==> config.mk <==
export PLATFORM = sky130hd
export DESIGN_NAME = gray_ise_sequencer_flat
export DESIGN_NICKNAME = d
export VERILOG_FILES = /design/src/rtl/gray_ise_sequencer_if.sv /design/src/rtl/gray_ise_sequencer.sv /design/src/flat_wrapper.sv
export SDC_FILE = /design/constraint.sdc
export NUM_CORES = 1
export LEC_CHECK = 0
export CORE_ASPECT_RATIO = 0.5
export CORE_UTILIZATION = 40
export CTS_CLUSTER_SIZE = 24
export DETAILED_ROUTE_END_ITERATION = 12
export PLACE_DENSITY = 0.63
export REMOVE_ABC_BUFFERS = 1
export SYNTH_ARGS = -nofsm -noshare
export SYNTH_HDL_FRONTEND = slang
export SYNTH_SLANG_ARGS = --single-unit
==> constraint.sdc <==
create_clock -name clock -period 8.15 [get_ports clock]
set_clock_uncertainty 0.05 [all_clocks]
set_input_delay 2.445 -clock clock [delete_from_list [all_inputs] [get_ports clock]]
set_output_delay 2.445 -clock clock [all_outputs]
set_load 0.05 [all_outputs]
==> src/rtl/gray_ise_sequencer_if.sv <==
// Custom-instruction port bundle for gray_ise_sequencer.
//   start  : single-cycle instruction strobe (processor -> ISE)
//   iseId  : instruction identifier (processor -> ISE)
//   valueA : operand A, pixel or weight data (processor -> ISE)
//   valueB : operand B, op select in [1:0] (processor -> ISE)
//   done   : single-cycle completion pulse (ISE -> processor)
//   result : result word, zero unless done (ISE -> processor)
interface gray_ise_sequencer_if;
   localparam int unsigned ID_W   = 8;
   localparam int unsigned DATA_W = 32;

   logic              start;
   logic [ID_W-1:0]   iseId;
   logic [DATA_W-1:0] valueA;
   logic [DATA_W-1:0] valueB;
   logic              done;
   logic [DATA_W-1:0] result;

   modport master (output start, iseId, valueA, valueB, input done, result);
   modport slave  (input start, iseId, valueA, valueB, output done, result);
endinterface

==> src/rtl/gray_ise_sequencer.sv <==
// RGB565 -> 8-bit grayscale custom-instruction unit. A single 8x8 MAC is
// time-shared across the R, G and B channels by a small FSM; one or two
// pixels per instruction. Channel weights live in a small register bank.
//
// Ports:
//   clock   : system clock, rising edge
//   reset_n : asynchronous active-low reset
//   bus     : custom-instruction port (slave side of gray_ise_sequencer_if)
//
// Ops (valueB[1:0]): 0 PIX1, 1 PIX2, 2 WSET, 3 WGET.
//
// Optional feature macro: GRAY_ISE_WEIGHT_CFG_EN
//   defined   : WSET writes the weight registers
//   undefined : weights are the DEF_* constants; WSET completes with no effect
module gray_ise_sequencer #(
   parameter logic [7:0] customId = 8'h0,
   parameter logic [7:0] DEF_WR   = 8'd54,
   parameter logic [7:0] DEF_WG   = 8'd183,
   parameter logic [7:0] DEF_WB   = 8'd19
) (
   input logic                  clock,
   input logic                  reset_n,
   gray_ise_sequencer_if.slave  bus
);

   localparam int unsigned DATA_W = 32;
   localparam int unsigned PIX_W  = 16;
   localparam int unsigned W_W    = 8;
   localparam int unsigned ACC_W  = 16;

   localparam logic [1:0] OP_PIX1 = 2'd0;
   localparam logic [1:0] OP_PIX2 = 2'd1;
   localparam logic [1:0] OP_WSET = 2'd2;
   localparam logic [1:0] OP_WGET = 2'd3;

   typedef enum logic [2:0] {
      IDLE  = 3'd0,
      MAC_R = 3'd1,
      MAC_G = 3'd2,
      MAC_B = 3'd3,
      EMIT  = 3'd4,
      DONE  = 3'd5
   } state_t;

   state_t              state_q, state_nxt;
   logic [DATA_W-1:0]   px_q;
   logic [1:0]          op_q;
   logic                hi_q;
   logic [ACC_W-1:0]    acc_q, acc_nxt;
   logic [W_W-1:0]      gray_lo_q;
   logic                done_q;
   logic [DATA_W-1:0]   result_q;

   logic [W_W-1:0]      wr, wg, wb;
   logic                accept_c;
   logic [1:0]          op_c;
   logic [PIX_W-1:0]    px_c;
   logic [W_W-1:0]      ch_c, w_c;
   logic [ACC_W-1:0]    prod_c;
   logic [DATA_W-1:0]   result_c;
   logic                unused_vb;

   assign unused_vb = ^bus.valueB[DATA_W-1:2];

   assign accept_c = bus.start && (bus.iseId == customId) && (state_q == IDLE);
   // Op in flight: live operand in the accept cycle, latched copy afterwards.
   assign op_c     = (state_q == IDLE) ? bus.valueB[1:0] : op_q;

`ifdef GRAY_ISE_WEIGHT_CFG_EN
   logic [W_W-1:0] wr_q, wg_q, wb_q;

   // Weight bank, written on WSET accept.
   always_ff @(posedge clock or negedge reset_n) begin
      if (!reset_n) begin
         wr_q <= DEF_WR;
         wg_q <= DEF_WG;
         wb_q <= DEF_WB;
      end else if (accept_c && (bus.valueB[1:0] == OP_WSET)) begin
         wr_q <= bus.valueA[7:0];
         wg_q <= bus.valueA[15:8];
         wb_q <= bus.valueA[23:16];
      end
   end

   assign wr = wr_q;
   assign wg = wg_q;
   assign wb = wb_q;
`else
   assign wr = DEF_WR;
   assign wg = DEF_WG;
   assign wb = DEF_WB;
`endif

   // Next-state logic.
   always_comb begin
      state_nxt = state_q;
      case (state_q)
         IDLE: begin
            if (accept_c) begin
               state_nxt = ((op_c == OP_PIX1) || (op_c == OP_PIX2)) ? MAC_R : DONE;
            end
         end
         MAC_R:   state_nxt = MAC_G;
         MAC_G:   state_nxt = MAC_B;
         MAC_B:   state_nxt = ((op_q == OP_PIX2) && !hi_q) ? EMIT : DONE;
         EMIT:    state_nxt = MAC_R;
         DONE:    state_nxt = IDLE;
         default: state_nxt = IDLE;
      endcase
   end

   // Shared MAC: channel/weight mux, one multiply, accumulate.
   always_comb begin
      px_c    = hi_q ? px_q[31:16] : px_q[15:0];
      ch_c    = '0;
      w_c     = '0;
      acc_nxt = acc_q;
      case (state_q)
         MAC_R: begin ch_c = W_W'(px_c[15:11]); w_c = wr; end
         MAC_G: begin ch_c = W_W'(px_c[10:5]);  w_c = wg; end
         MAC_B: begin ch_c = W_W'(px_c[4:0]);   w_c = wb; end
         default: ;
      endcase
      prod_c = ACC_W'(ch_c) * ACC_W'(w_c);
      if ((state_q == MAC_R) || (state_q == MAC_G) || (state_q == MAC_B)) begin
         acc_nxt = acc_q + prod_c;
      end
      if (accept_c || (state_q == EMIT)) begin
         acc_nxt = '0;
      end
   end

   // Result word for the cycle that enters DONE; zero at all other times.
   always_comb begin
      result_c = '0;
      if (state_nxt == DONE) begin
         case (op_c)
            OP_PIX1: result_c = {24'h0, acc_nxt[15:8]};
            OP_PIX2: result_c = {16'h0, acc_nxt[15:8], gray_lo_q};
            OP_WSET: result_c = '0;
            OP_WGET: result_c = {8'h0, wb, wg, wr};
            default: result_c = '0;
         endcase
      end
   end

   // State, datapath and registered outputs.
   always_ff @(posedge clock or negedge reset_n) begin
      if (!reset_n) begin
         state_q   <= IDLE;
         px_q      <= '0;
         op_q      <= '0;
         hi_q      <= 1'b0;
         acc_q     <= '0;
         gray_lo_q <= '0;
         done_q    <= 1'b0;
         result_q  <= '0;
      end else begin
         state_q  <= state_nxt;
         acc_q    <= acc_nxt;
         done_q   <= (state_nxt == DONE);
         result_q <= result_c;
         if (accept_c) begin
            px_q <= bus.valueA;
            op_q <= bus.valueB[1:0];
            hi_q <= 1'b0;
         end
         // Low pixel finished: park its gray value and switch to the high pixel.
         if (state_q == EMIT) begin
            gray_lo_q <= acc_q[15:8];
            hi_q      <= 1'b1;
         end
      end
   end

   assign bus.done   = done_q;
   assign bus.result = result_q;

endmodule
==> src/flat_wrapper.sv <==
// flat-port wrapper written by rule: the top's interface ports become plain ports
module gray_ise_sequencer_flat 
#(
   parameter logic [7:0] customId = 8'h0,
   parameter logic [7:0] DEF_WR   = 8'd54,
   parameter logic [7:0] DEF_WG   = 8'd183,
   parameter logic [7:0] DEF_WB   = 8'd19
)
  (clock, reset_n, bus_start, bus_iseId, bus_valueA, bus_valueB, bus_done, bus_result);
  gray_ise_sequencer_if bus_i ();
  input logic clock;
  input logic reset_n;
  input wire logic [$bits(bus_i.start)-1:0] bus_start;
  input wire logic [$bits(bus_i.iseId)-1:0] bus_iseId;
  input wire logic [$bits(bus_i.valueA)-1:0] bus_valueA;
  input wire logic [$bits(bus_i.valueB)-1:0] bus_valueB;
  output wire logic [$bits(bus_i.done)-1:0] bus_done;
  output wire logic [$bits(bus_i.result)-1:0] bus_result;
  assign bus_i.start = bus_start;
  assign bus_i.iseId = bus_iseId;
  assign bus_i.valueA = bus_valueA;
  assign bus_i.valueB = bus_valueB;
  assign bus_done = bus_i.done;
  assign bus_result = bus_i.result;
  gray_ise_sequencer #(.customId(customId), .DEF_WR(DEF_WR), .DEF_WG(DEF_WG), .DEF_WB(DEF_WB)) u_core (.clock(clock), .reset_n(reset_n), .bus(bus_i));
endmodule
# == After elaboration in Yosys (flattened, before gate mapping) ==
# Cells that the tools add are included.
# W data, S select, Z words.
# word_totals
regBits,95
output_inout_bits,33
# classes
n_reduce_logical,13
add_sub_neg,1
multipliers,1
eq_ne,9
n_mux,14
# op_table
op,n
$pmux W32 S4,1
$mux W16,3
$mux W32,1
$pmux W8 S3,1
$pmux W6 S3,1
$add A16 B16 Y16,1
$pmux W3 S5,1
$mul A6 B8 Y14,1
$logic_not A8 Y1,1
$eq A3 B2 Y1 const B,2
$eq A3 B3 Y1 const B,2
$mux W3,2
$eq A2 B1 Y1 const B,2
$eq A2 B2 Y1 const B,2
$logic_or A1 B1 Y1,4
$reduce_bool A2 Y1,2
$eq A3 B1 Y1 const B,1
$logic_and A1 B1 Y1,3
$logic_not A3 Y1,1
$mux W1,3
$logic_not A2 Y1,1
$mux W2,1
$logic_not A1 Y1,1

# == Longest topological paths before layout ==
# Gate-level depths: netlist of the first run.
# depth
ltp_word,9
ltp_mapped,28
ltp_nobuf,25

# == Least setup slack after synthesis of the first run ==
# No wires, ideal clock.
# synth_path
path_type,register to register
from,register u_core.state_q[0]
to,register u_core.result_q[15] (netlist: u_core.bus.result[15])
arrival_time_ns,5.772
setup_ns,0.131
n_path_buf,2
path_stages_with_launch,25
path_slack_ns,2.197
cell_sequence,dfrtp_1 -> buf_6 -> buf_2 -> mux2_2 -> a221oi_1 -> a211oi_1 -> fa_1 -> inv_1 -> fa_1 -> fa_1 -> inv_1 -> ha_1 -> a21oi_1 -> o21ai_0 -> a2111oi_0 -> o31ai_1 -> a21oi_1 -> xnor2_1 -> ha_1 -> a21oi_1 -> and2_1 -> mux2i_1 -> o21ai_0 -> nor3_2 -> o21ai_0
# synth_via
elab_chain_cells,9
word_cells_on_any_way,27
# synth_rtl
item,line,text
"start, declared",gray_ise_sequencer.sv:45,"state_t state_q, state_nxt;"
"start signal, assigned",gray_ise_sequencer.sv:159,state_q <= state_nxt;
branches (longest 8 deep; another with $add A16 B16 Y16),n/a,
$mux W32 (*),gray_ise_sequencer.sv:136,if (state_nxt == DONE) begin
via u_core.result_c[15],gray_ise_sequencer.sv:60,logic [DATA_W-1:0] result_c;
"end signal, assigned",gray_ise_sequencer.sv:162,result_q <= result_c;
"end, declared",gray_ise_sequencer.sv:52,logic [DATA_W-1:0] result_q;
# Mark *: on every way through the listed nets, which the timed path passes. The select of a mux whose other input is x is not followed.
# A chain may end at the register's enable or synchronous reset.

# == Worst setup path in the final report of the first run ==
# layout_path
from,register u_core.state_q[1]
to,register u_core.result_q[15] (netlist: u_core.bus.result[15])
# The elaborated chain is that of the path after synthesis.

==> results of run 1 <==
kinds of logic (layout without fill, tap and decap cells):
logic type	Yosys count	count (layout)
muxes	64	64
adders and majority gates	58	58
and+or+nand+nor	116	116
xor gates and xnor gates	20	20
buffers and inverters	75	125
AOI/OAI and AO/OA	119	119
DFF	80	80
other	1	13
final cells by class:
cell class / count / area (µm²)
fillers: 1197 / 6490
multi-input cells: 390 / 3150
flip-flops and latches: 80 / 2000
repair buffers: 69 / 676
clock buffers: 11 / 243
well taps: 170 / 213
inverters: 40 / 150
clock inverters: 5 / 63.8
cell usage after synthesis (all sizes together) (7+ instances only):
cell type and number:
clkbuf 8, nor3 10, mux2i 15, mux2 49
buf 27, xor2 12, fa 14, xnor2 8
o22ai 14, inv 40, a21oi 25, o21ai 23
ha 44, a21o 7, dfrtp 80, nand2 30
nor2 38
flip-flops by register name (all words and copies together), names as in the netlist:
signal / flops
u_core.gray_lo_q: 8
u_core.bus.result: 17
u_core.px_q: 32
u_core.hi_q: 1
u_core.op_q: 2
u_core.bus.done: 1
u_core.state_q: 3
u_core.acc_q: 16
worst paths after layout:
kind,slack [ps],cells after the start,endpoint
setup / recovery,950,23,u_core.bus.result[15]$_DFF_PN0_
max in group asynchronous,5160,1,u_core.bus.result[7]$_DFF_PN0_
min in group asynchronous,2220,1,u_core.px_q[3]$_DFFE_PN0P_
setup reg to reg,950,23,u_core.bus.result[15]$_DFF_PN0_
hold / removal,430,1,u_core.bus.result[3]$_DFF_PN0_
hold reg to reg,430,1,u_core.bus.result[3]$_DFF_PN0_
per-layer routing:
layer / track usage (%) / share of wire (%) / vias up
met5: 0 / 0 / -
met4: 4.42 / 1.0 / 0
met3: 3.44 / 3.4 / 11
met2: 26.3 / 42 / 88
met1: 26.4 / 53 / 1975
li1: - / - / 1975
power by group through the flow:
stage                     Clock (mW)  Combinational (mW)  Sequential (mW)
final                          0.422               0.659            0.524
after global placement             0               0.643            0.530
after CTS                      0.430               0.658            0.524
after detailed placement           0               0.653            0.531
after global routing           0.450               0.733            0.534
after floorplan                    0               0.423            0.567
==> flow_summary.yaml, run 1 <==
timing:
  slew_viol_final: 0
  hold_violations: 0
  tns_ps: 0
  fin_crit_ps: 7200
  slew_headroom_pct: 31.5
  setup_viol: 0
  timing.final.ws_setup_ps: 948
  timing.final.crit_share_pct: 88.4
  worst_slew_pin_slew_ps: 1030
  whs_ps: 430
  fmax_mhz: 139
  rsz0062_at_grt: "false"
power_and_ir_drop:
  switching_share_pct: 39.7
  p_int_mw: 0.967
  power.leakage_nw: 3.19
  ir_drop_mv: 0.107
  finalPower_mw: 1.60
  p_per_area_nw_per_um2: 247
  seq_power_share_pct: 32.7
  p_sw_mw: 0.638
  p_clk_share_pct: 26.3
  comb_power_share_pct: 41.1
die:
  coreArea_um2: 13000
  dieWidth_um: 168
  die_h_um: 84.8
  boundaryPins: 108
  start_util_pct: 42.2
  die-area_um2: 14200
  rows: 29
route:
  final_antenna_net_count: 0
  wire_per_inst_um: 15.1
  firstDrtPassIters: 5
  vias: 4049
  routed_wl_um: 11600
  drc: 0
  drt_iter0_markers: 261
  viasPerCell: 5.29
finish:
  post-route-util_pct: 50.0
  layout_common_cells: "dfrtp_1, clkdlybuf4s50_1, mux2_2"
  antennaDiodeCount: 0
  final_cell_area_um2: 6500
  nets: 723
  final_cells: 765
  layout_commonest_cell: "dfrtp_1"
  drive_above_1_share_pct: 13.4
  area_growth_pct: 18.6
synthesis:
  synth.avg_cell_area_um2: 10.3
  synth-seq-area-share_pct: 36.5
  synthDominantCellAreaShare_pct: 36.5
  synth.area.top_cells: "dfrtp_1, mux2_2, ha_1"
  yosys.area_share.simple_pct: 11.1
  synth_compound_area_share_pct: 14.4
  synth_xor_area_share_pct: 3.20
  synth.distinct_cells: 56
  muxShareOfSynthArea_pct: 12.8
  synth_top_family_by_area: "adder cells"
  synth_edf_count: 0
  ys_async_sr_fraction_pct: 100
  ys_ff_latch: 80
  syn_area_um2: 5480
  synth_top_area_cell: "dfrtp_1"
  yosys_warnings: 0
  synthesis.instances: 533
  synth_flop_cell: "dfrtp_1"
  synth_fa_ha_area_share_pct: 15.2
clocking:
  cts.repair.resized: 0
  clk_pin_slew_ps: 60
  cts_max_level: 3
  cts_setup_buffers: 0
  cts_root_buffer: "clkbuf_16"
  clock_sinks: 80
  cts_hold_buffers: 0
  cts_tree: "built"
  cts_made_buffers: 9
  cts_max_path_buffers: 2
  insertion_delay_ps: 350
critical_path:
  crit_path_cell_trace: "nor2b_1 > a221oi_1 > a311oi_1 > and2_1 > ha_1 > inv_1 > fa_1 > fa_1 > inv_1 > ha_1 > a21oi_1 > o21ai_0 > a2111oi_0 > o31ai_1 > a21oi_1 > xnor2_1 > ha_1 > a21oi_1 > and2_1 > mux2i_1 > o21ai_0 > nor3_2 > o21ai_0"
  r2r-start: "u_core.state_q[1]$_DFF_PN0_"
  start_kind: "flop"
  worstPathRequired_ps: 8310
  cp.arrival_ps: 7370
  crit_path_end_kind: "flop"
  crit_type: "flop to flop"
  slowest_delay_ps: 690
  crit_buf_inv: 2
  worstPathMaxFanout: 15
  cp-startpoint: "u_core.state_q[1]$_DFF_PN0_"
  slowest_stage: "nor2b_1"
  critPathTopFamily: "compound AO/OA/AOI/OAI gates"
place:
  io_buffers: 64
  globalplace.congestion: 0.809
  hpwl_um: 8720
  postPlaceCellArea_um2: 6190
  pre_cts_slack_ps: 1010
  placed_cells: 749
worst_hold_path:
  hold_class: "flop to flop"
  hold_start: "u_core.gray_lo_q[3]$_DFFE_PN0P_"
global_route:
  grt_pass1_wl_um: 20100
  gr-usage-all-layers_pct: 17.8
  grt_pass1_vias: 4036
  grt_max_degree: 81
  antenna_found_initial: 0
  overflow: 0
run:
  cap_viol_max_count: 0
run_status:
  outcome: "completed"
Power figures use the tool's default switching activity.
==> run 2: changes to the inputs <==
- GPL_ROUTABILITY_DRIVEN: unset -> 1
- clock period: 8.15 -> 8.7 ns (I/O delays scaled with it)
==> flow_summary.yaml, run 2 (synthesis results as in run 1) <==
timing:
  timing.final.crit_share_pct: 83.3
  slew_viol_final: 0
  fin_crit_ps: 7250
  setup_viol: 0
  slew_headroom_pct: 31.2
  hold_violations: 0
  whs_ps: 428
  fmax_mhz: 138
  worst_slew_pin_slew_ps: 1030
  rsz0062_at_grt: "false"
  tns_ps: 0
clocking:
  cts_tree: "built"
  cts_made_buffers: 9
  cts_root_buffer: "clkbuf_16"
  clk_pin_slew_ps: 60
  insertion_delay_ps: 340
  cts_hold_buffers: 0
  cts.repair.resized: 0
  clock_sinks: 80
  cts_max_level: 3
  cts_max_path_buffers: 2
  cts_setup_buffers: 0
finish:
  area_growth_pct: 18.7
  final_cells: 764
  drive_above_1_share_pct: 13.3
  antennaDiodeCount: 0
  largest_reg_flops: 32
  regMostFlops: "u_core.px_q"
  post-route-util_pct: 50.1
  nets: 722
  layout_commonest_cell: "dfrtp_1"
  num-fill-cells: 1208
  layout_common_cells: "dfrtp_1, clkdlybuf4s50_1, mux2_2"
power_and_ir_drop:
  p_clk_share_pct: 27.3
  p_sw_mw: 0.595
  switching_share_pct: 39.1
  finalPower_mw: 1.52
  comb_power_share_pct: 40.3
  p_int_mw: 0.926
  ir_drop_mv: 0.102
  power.leakage_nw: 3.19
  seq_power_share_pct: 32.4
  p_per_area_nw_per_um2: 234
run:
  cap_viol_max_count: 0
route:
  drc: 0
  vias: 4015
  wire_per_inst_um: 15.2
  final_antenna_net_count: 0
  drt_iter0_markers: 236
  routed_wl_um: 11600
  viasPerCell: 5.26
  firstDrtPassIters: 5
critical_path:
  crit_type: "flop to flop"
  worstPathRequired_ps: 8860
  crit_path_end_kind: "flop"
  cp.arrival_ps: 7410
  worstPathMaxFanout: 15
  start_kind: "flop"
place:
  io_buffers: 64
  hpwl_um: 8650
  globalplace.congestion: 0.816
  placed_cells: 748
die:
  coreArea_um2: 13000
  boundaryPins: 108
  rows: 29
  dieWidth_um: 168
  die-area_um2: 14200
  die_h_um: 84.8
  start_util_pct: 42.2
global_route:
  gr-usage-all-layers_pct: 17.8
  grt_max_degree: 81
  grt_pass1_wl_um: 19700
  overflow: 0
  grt_pass1_vias: 3894
  antenna_found_initial: 0
worst_hold_path:
  hold_class: "flop to flop"
run_status:
  outcome: "completed"
[run 2: cell types whose count changed in the layout (fill, tap and decap cells not counted)]
cell and change:
clkbuf_8 -1, bufinv_16 +1, buf_4 -1, inv_6 -1
clkinvlp_4 +1
[run 2: worst max-delay path: stages (launching register included)]
cell and delay, ps:
dfrtp_1 630, nor2b_1 650, a221oi_1 190, a211oi_1 590
fa_1 520, inv_1 90, fa_1 440, fa_1 540
inv_1 40, ha_1 330, a21oi_1 230, o21ai_0 140
a2111oi_0 600, o31ai_1 150, a21oi_1 190, xnor2_1 210
ha_1 370, a21oi_1 200, and2_1 200, mux2i_1 190
o21ai_0 120, nor3_2 290, o21ai_0 130
[run 2: worst paths after layout]
path	from	endpoint	slack, ps	cells past startpoint
max in group asynchronous	reset_n	u_core.acc_q[15]$_DFF_PN0_	5530	1
max	u_core.state_q[1]$_DFF_PN0_	u_core.bus.result[15]$_DFF_PN0_	1450	22
min	u_core.gray_lo_q[3]$_DFFE_PN0P_	u_core.bus.result[3]$_DFF_PN0_	430	1
max reg2reg	u_core.state_q[1]$_DFF_PN0_	u_core.bus.result[15]$_DFF_PN0_	1450	22
min reg2reg	u_core.gray_lo_q[3]$_DFFE_PN0P_	u_core.bus.result[3]$_DFF_PN0_	430	1
min in group asynchronous	reset_n	u_core.px_q[3]$_DFFE_PN0P_	2380	1
[run 2: power groups by stage]
| stage | clock (mW) | sequential (mW) | combinational (mW) |
|---|---|---|---|
| 4_1_cts | 0.426 | 0.493 | 0.615 |
| 6_report | 0.415 | 0.493 | 0.613 |
| 2_1_floorplan | 0 | 0.531 | 0.396 |
| 3_5_place_dp | 0 | 0.499 | 0.610 |
| 5_1_grt | 0.442 | 0.502 | 0.679 |
| 3_3_place_gp | 0 | 0.497 | 0.602 |
[run 2: routing by layer]
layer	routed length (µm)	share of wire, %	GRT usage, %
met1	6080	53	26.4
met2	4900	42	26.2
met3	470	4.1	3.44
met4	125	1.1	4.84
met5	0	0	0
[run 2: layout make-up]
cell class	count	area [µm²]	share of cell area, %
Clock buffer	10	229	3.52
Timing Repair Buffer	68	668	10.3
Inverter	40	150	2.31
Clock inverter	6	92.6	1.42
Multi-Input combinational cell	390	3150	48.4
Tap cell	170	213	3.27
Sequential cell	80	2000	30.8
[run 2: stage by stage]
stage,worst slack (ps),area [µm²]
after global routing,892,6500
after CTS,1390,6500
after global placement,1700,6180
after floorplan,2500,5300
after detailed placement,1450,6180
final,1450,6500
